`src/rtl/lcd_pkg.sv`:
```
// lcd_pkg: shared state encoding and reset-pin polarity helper for the LCD reset sequencer.
package lcd_pkg;
  typedef enum logic [1:0] {
    S_ASSERT = 2'd0,
    S_GAP    = 2'd1,
    S_POST   = 2'd2,
    S_DONE   = 2'd3
  } state_t;
  function automatic logic pin_level(input bit active_low, input bit asserted);
    return asserted ^ active_low;
  endfunction
endpackage

```
`src/rtl/lcd_tick_prescaler.sv`:
```
// lcd_tick_prescaler: emits a one-cycle tick every DIV clocks; clr restarts the count.
module lcd_tick_prescaler #(
  parameter int DIV = 50
) (
  input  logic clk,
  input  logic rst_n,
  input  logic clr,
  output logic tick
);
  localparam int W = DIV > 1 ? $clog2(DIV) : 1;
  logic [W-1:0] cnt;
  assign tick = cnt == W'(DIV - 1);
  always_ff @(posedge clk or negedge rst_n) begin
    if (!rst_n) cnt <= '0;
    else cnt <= (clr || tick) ? '0 : cnt + 1'b1;
  end
endmodule

```
`src/rtl/lcd_reset_sequencer.sv`:
```
// lcd_reset_sequencer: LCD panel reset pulse train, settle wait and done flag/strobe.
module lcd_reset_sequencer
  import lcd_pkg::*;
#(
  parameter int TICK_DIV       = 50,
  parameter int ASSERT_TICKS   = 10_000,
  parameter int GAP_TICKS      = 10_000,
  parameter int POST_TICKS     = 120_000,
  parameter int NUM_PULSES     = 1,
  parameter int CNT_W          = 24,
  parameter bit RST_ACTIVE_LOW = 1'b1
) (
  input  logic clk,
  input  logic rst_n,
  input  logic restart,
  output logic lcd_rst,
  output logic lcd_rst_done,
  output logic lcd_rst_done_stb
);
  localparam logic PIN_ON  = pin_level(RST_ACTIVE_LOW, 1'b1);
  localparam logic PIN_OFF = pin_level(RST_ACTIVE_LOW, 1'b0);
  localparam int MAX_AG = ASSERT_TICKS > GAP_TICKS ? ASSERT_TICKS : GAP_TICKS;
  localparam int MAX_T  = MAX_AG > POST_TICKS ? MAX_AG : POST_TICKS;
  if (TICK_DIV < 1 || ASSERT_TICKS < 1 || GAP_TICKS < 1 || POST_TICKS < 1 ||
      NUM_PULSES < 1 || NUM_PULSES > 15 || CNT_W < 1 ||
      (longint'(MAX_T) - 1) >= (longint'(1) << CNT_W)) begin : g_param_err
    $error("lcd_reset_sequencer: illegal parameter set");
  end
  state_t           state, nxt;
  logic [3:0]       pulse_cnt;
  logic [CNT_W-1:0] dur_cnt, dur_last;
  logic             tick, expire;
  lcd_tick_prescaler #(.DIV(TICK_DIV)) u_prescaler (
    .clk  (clk),
    .rst_n(rst_n),
    .clr  (restart || expire),
    .tick (tick)
  );
  always_comb begin
    dur_last = state == S_ASSERT ? CNT_W'(ASSERT_TICKS - 1) :
               state == S_GAP    ? CNT_W'(GAP_TICKS - 1)    : CNT_W'(POST_TICKS - 1);
    expire   = tick && state != S_DONE && dur_cnt == dur_last;
    nxt      = state == S_ASSERT ? (pulse_cnt < 4'(NUM_PULSES - 1) ? S_GAP : S_POST) :
               state == S_GAP    ? S_ASSERT : S_DONE;
  end
  always_ff @(posedge clk or negedge rst_n) begin
    if (!rst_n) begin
      state            <= S_ASSERT;
      pulse_cnt        <= '0;
      dur_cnt          <= '0;
      lcd_rst          <= PIN_ON;
      lcd_rst_done     <= 1'b0;
      lcd_rst_done_stb <= 1'b0;
    end else if (restart) begin
      state            <= S_ASSERT;
      pulse_cnt        <= '0;
      dur_cnt          <= '0;
      lcd_rst          <= PIN_ON;
      lcd_rst_done     <= 1'b0;
      lcd_rst_done_stb <= 1'b0;
    end else begin
      lcd_rst_done_stb <= 1'b0;
      if (expire) begin
        state            <= nxt;
        dur_cnt          <= '0;
        pulse_cnt        <= state == S_GAP ? pulse_cnt + 4'd1 : pulse_cnt;
        lcd_rst          <= nxt == S_ASSERT ? PIN_ON : PIN_OFF;
        lcd_rst_done     <= nxt == S_DONE;
        lcd_rst_done_stb <= nxt == S_DONE;
      end else if (tick && state != S_DONE) begin
        dur_cnt <= dur_cnt + 1'b1;
      end
    end
  end
endmodule
```
`config.mk`:
```
export PLATFORM = sky130hd
export DESIGN_NAME = lcd_reset_sequencer
export DESIGN_NICKNAME = d
export VERILOG_FILES = /design/src/rtl/lcd_pkg.sv /design/src/rtl/lcd_tick_prescaler.sv /design/src/rtl/lcd_reset_sequencer.sv
export SDC_FILE = /design/constraint.sdc
export NUM_CORES = 1
export LEC_CHECK = 0
export CORE_ASPECT_RATIO = 0.75
export CORE_UTILIZATION = 50
export DETAILED_ROUTE_END_ITERATION = 10
export PLACE_DENSITY = 0.71
export SLEW_MARGIN = 0
export SYNTH_ARGS = -nofsm -noshare
export SYNTH_HDL_FRONTEND = slang
export SYNTH_SLANG_ARGS = --single-unit
```
`constraint.sdc`:
```
create_clock -name clk -period 2.42 [get_ports clk]
set_input_delay 0.242 -clock clk [delete_from_list [all_inputs] [get_ports clk]]
set_output_delay 0.242 -clock clk [all_outputs]
set_load 0.01 [all_outputs]
```
Yosys cells after proc, flatten, opt, wreduce, memory -nomap -nowiden
Cells that the tools add are included.

Register bits: 39. Input port bits: 3. Output and inout port bits: 3. Word-level logic and storage cells: 47.

Add/subtract/negate cells: 3. $lt $le $gt $ge: 1. Equality and inequality tests: 5. Multiplexer cells: 21. Reductions and logical operators: 10.

Operator list (number): 24-bit 2-to-1 mux (3); 17-bit 2-to-1 mux (2); 24-bit by 1-bit adder with 24-bit output, second input constant (1); 24-bit by 17-bit equality test with 1-bit output (1); 4-bit 2-to-1 mux (3); 2-bit 2-to-1 mux (5); 1-bit 2-to-1 mux (7); 6-bit by 1-bit adder with 6-bit output, second input constant (1); 6-bit equality test, second input constant (1); 6-bit 2-to-1 mux (1); 4-bit by 1-bit adder with 4-bit output, second input constant (1); 2-bit logical NOT (2); 4-bit by 1-bit less-than comparator with 1-bit output, second input constant (1); 2-bit nonzero test (2); 3-bit nonzero test (1); 2-bit by 1-bit equality test with 1-bit output, second input constant (1); 2-bit equality test, second input constant (1); 1-bit logical AND (2); 1-bit logical OR (2); 2-bit != test, second input constant (1); 2-bit AND reduction (1).

Longest topological paths before layout
Depth after elaboration: 8. Depth in mapped cells: 8. Mapped depth without buffers: 7.

Modules after synthesis
A second synthesis with hierarchy kept.

Cell total of the unflattened synthesis: 181. Area total of the unflattened synthesis: 1798.0 sq um.

By module, submodules not included: lcd_reset_sequencer (instances 1, cells each 155, area each 1516.5 sq um); lcd_tick_prescaler (instances 1, cells each 26, area each 281.5 sq um).

Least setup slack after synthesis
Ideal clock, no wire load.

Path kind: register -> register. Start: register lcd_rst (netlist name). End: register dur_cnt[16]. Library setup time: 0.126 ns. Arrival time: 2.187 ns. Data required time: 2.294 ns. Path slack: 0.107 ns. Stages on the path, launching flop included: 8. Path buffers: 2. Path through: dfrtp_1 -> buf_6 -> or3_1 -> or4_4 -> a2111oi_4 -> or2_4 -> buf_6 -> a21oi_1.

RTL lines: end signal, assigned (RTL line lcd_reset_sequencer.sv:71) `dur_cnt <= dur_cnt + 1'b1;`; end, declared (RTL line lcd_reset_sequencer.sv:31) `logic [CNT_W-1:0] dur_cnt, dur_last;`.

Worst setup path in the final report
Start: register dur_cnt[4]. End: register dur_cnt[21].

Word-level cells in the longest chain between the ends: 4.

Ends and longest elaborated chain: 24-bit by 1-bit adder with 24-bit output or 24-bit by 17-bit equality test with 1-bit output (tied branches) (RTL line lcd_reset_sequencer.sv:71, lcd_reset_sequencer.sv:42); 24-bit 2-to-1 mux or 1-bit logical AND (tied branches) (RTL line lcd_reset_sequencer.sv:70, lcd_reset_sequencer.sv:42); 24-bit 2-to-1 mux (RTL line lcd_reset_sequencer.sv:63) `if (expire) begin`; 24-bit 2-to-1 mux (RTL line lcd_reset_sequencer.sv:54) `end else if (restart) begin`.

Parallel ways exist; a longest one is shown, timed or not. The select of a mux whose other input is x is not followed. A chain may end at the register's enable or synchronous reset.

==> results.sh <==
export IMPL_fin_skew_ps=5.81
export IMPL_r2r_start="dur_cnt[4]$_DFFE_PN0P_"
export IMPL_maxSlewHeadroom_pct=67.8
export IMPL_synth_nets=188
export IMPL_r2r_slack_ps=180
export IMPL_io_buffers=5
export IMPL_crit_start="dur_cnt[4]$_DFFE_PN0P_"
export IMPL_postSynthAreaPerCell_sq_um=9.91
export IMPL_arrival_ps=2410
export IMPL_die_y_microns=54.0
export IMPL_grt_max_degree=35
export IMPL_syn2layout_area_growth_pct=12.2
export IMPL_antenna_found_initial=0
export IMPL_synth_top_family_by_area="simple AND/OR/NAND/NOR gates"
export IMPL_pin_count=6
export IMPL_core_area_sq_um=3360
export IMPL_gp_congestion=0.925
export IMPL_start_util_pct=53.7
export IMPL_cp_start_kind="flop"
export IMPL_placed_area_sq_um=1910
export IMPL_final_nets=199
export IMPL_clk_transition_reported_paths_ps=70
export IMPL_clk_latency_ps=280
export IMPL_grt_overflow_total=0
export IMPL_track_usage_pct=21.5
export IMPL_final_layout_size_suffix_gt1_share_pct=12.9
export IMPL_cts_sinks=34
export IMPL_path_max_fanout=14
export IMPL_violations="design-rule violations"
export IMPL_cts_root_buf="clkbuf_8"
export IMPL_layout_min_cycle_time_ps=2240
export IMPL_critPathCapture="dur_cnt[21]$_DFFE_PN0P_"
export IMPL_hp_class="input pin to async pin"
export IMPL_die_area_sq_um=3850
export IMPL_p_leak_nw=0.786
export IMPL_clock_fmax_ghz=0.447
export IMPL_yosysUniqueCellTypes=41
export IMPL_slew_violations=0
export IMPL_wl_per_cell_microns=15.6
export IMPL_synthAdderAreaFrac_pct=2.08
export IMPL_ys_seq_elements=34
export IMPL_postRouteWirelength_mm=3.65
export IMPL_ant_nets=0
export IMPL_worst_pin_slew_ps=476
export IMPL_grt_pass1_wl_mm=6.13
export IMPL_powerDensity_nw_per_um2=555
export IMPL_synth_edff_count=0
export IMPL_r2r_end="dur_cnt[21]$_DFFE_PN0P_"
export IMPL_critPathCaptureType="flop"
export IMPL_drv_cap=0
export IMPL_clk_path_buf_depth=2
export IMPL_syn_area_sq_um=1800
export IMPL_num_fill_cells=269
export IMPL_holdBufCountCts=0
export IMPL_yosys_area_share_simple_pct=28.9
export IMPL_critical_path_required_ps=2590
export IMPL_synth_cells=182
export IMPL_worst_setup_path_type="flop to flop"
export IMPL_reg2regPathDepth=6
export IMPL_drtIter0Drc=175
export IMPL_dp_hpwl_mm=2.62
export IMPL_num_rows=18
export IMPL_grt_setup_unrepaired="no"
export IMPL_ys_seq_area_share_pct=47.2
export IMPL_grt_pass1_vias=1250
export IMPL_cts_tree="built"
export IMPL_setup_violations=0
export IMPL_drtPass1Iterations=8
export IMPL_timing_hold_violations_final=0
export IMPL_min_period_over_period_pct=92.5
export IMPL_synth_compound_area_share_pct=6.52
export IMPL_stdcell_area_sq_um=2020
export IMPL_layout_common_cells="dfrtp_1, nor2_1, xnor2_1"
export IMPL_synth_mux_area_share_pct=1.67
export IMPL_final_common_cell="dfrtp_1"
export IMPL_ys_warn_count=0
export IMPL_htreeDepth=2
export IMPL_status="finished, violations left"
export IMPL_async_flop_share_pct=100
export IMPL_synth_xor_area_share_pct=10.2
export IMPL_finalSetupTns_ps=0
export IMPL_vias=1392
export IMPL_synth_ff_type="dfrtp_1"
export IMPL_peakVddDrop_mv=0.446
export IMPL_via_per_inst=5.95
export IMPL_drc=1
export IMPL_die_w_microns=71.3
export IMPL_num_antenna_cells=0
export IMPL_numCtsBuffers=5
[kinds of logic (layout without fill, tap and decap cells)]
family / after synthesis / after routing
buf+inv: 10 / 22
compound gates: 16 / 16
simple gates: 95 / 95
xor+xnor: 21 / 21
fa+ha+maj: 3 / 3
flops: 34 / 34
mux: 3 / 3
[area by class of cell]
| class | count | area (sq um) | share of cell area (%) |
|---|---|---|---|
| inverter | 2 | 7.51 | 0.371 |
| sequential | 34 | 851 | 42.1 |
| clock inverter | 1 | 30.0 | 1.48 |
| tap | 40 | 50.0 | 2.47 |
| clock buffer | 7 | 76.3 | 3.77 |
| timing repair buffer | 12 | 115 | 5.69 |
| multi-input combinational | 138 | 893 | 44.2 |
[layer usage]
metal  share of wire, %  up-vias  routed length, microns  track usage, %
met5                  0        -                       0               0
met4               0.77        0                      28            6.00
li1                   -      666                       -               -
met1                 48      681                    1740            30.2
met3                6.1        4                     221            6.55
met2                 46       41                    1660            32.2
[per-stage QoR]
step	total power (W)	std cells	utilization (%)	worst slack, ps	hold WS [ps]
after floorplan	0.000609	182	-	107	-53.6
after global placement	0.000631	226	57.0	271	473
after detailed placement	0.000634	226	57.0	208	508
after CTS	0.00113	234	60.2	195	380
after global routing	0.00116	234	60.3	64.8	401
final	0.00112	234	60.3	180	368
[how the worst min path moves through the flow]
| stage | end | start | slack, ps | cells after the start |
|---|---|---|---|---|
| 6_report | dur_cnt[3]$_DFFE_PN0P_ | rst_n | 370 | 2 |
| 5_1_grt | dur_cnt[3]$_DFFE_PN0P_ | rst_n | 400 | 2 |
| 4_1_cts | dur_cnt[7]$_DFFE_PN0P_ | rst_n | 380 | 2 |
| 3_5_place_dp | u_prescaler.cnt[0]$_DFF_PN0_ | u_prescaler.cnt[0]$_DFF_PN0_ | 510 | 1 |
| 3_3_place_gp | u_prescaler.cnt[0]$_DFF_PN0_ | u_prescaler.cnt[0]$_DFF_PN0_ | 470 | 1 |
| 2_1_floorplan | dur_cnt[0]$_DFFE_PN0P_ | rst_n | -50 | 0 |
[state kept, by name (all words and copies together) (netlist names)]
name / cells
dur_cnt: 24
u_prescaler.cnt: 6
lcd_rst: 1
lcd_rst_done: 1
lcd_rst_done_stb: 1
state: 1
[power breakdown]
| part | total (W) | internal, W | switching, W | leakage (nW) |
|---|---|---|---|---|
| Sequential | 0.000577 | 0.000572 | 0.00000459 | 0.473 |
| Combinational | 0.0000454 | 0.0000168 | 0.0000287 | 0.261 |
| Clock | 0.000500 | 0.000308 | 0.000192 | 0.0524 |
[what timing repair did]
| item | CTS | global route |
|---|---|---|
| gates resized for setup | 0 | 1 |
| buffers inserted | 0 | 0 |
| endpoints found under the setup margin | 0 | 1 |
[cells in the mapped netlist, types with 2 or more instances]
| master | count | share of area (%) |
|---|---|---|
| dfrtp_1 | 34 | 47 |
| nor2_1 | 29 | 6.0 |
| xnor2_1 | 16 | 7.8 |
| nand2_1 | 13 | 2.7 |
| nand3_1 | 8 | 2.2 |
| a21oi_1 | 7 | 1.9 |
| nand4_1 | 7 | 2.4 |
| nor4_1 | 7 | 2.4 |
| nor3_1 | 5 | 1.4 |
| or3_1 | 5 | 1.7 |
| xor2_1 | 5 | 2.4 |
| clkbuf_1 | 4 | 0.83 |
| nor4b_1 | 4 | 1.9 |
| buf_6 | 3 | 1.9 |
| ha_1 | 3 | 2.1 |
| mux2i_1 | 3 | 1.7 |
| o21ai_0 | 3 | 0.83 |
| and3_1 | 2 | 0.69 |
| inv_1 | 2 | 0.42 |
[critical path: stages (launching register included)]
cell,delay (ps)
dfrtp_1,460
or3_1,390
or4_4,450
a2111oi_4,370
or2_4,270
buf_12,140
nor2_1,50
(Power assumes the default switching activity.)
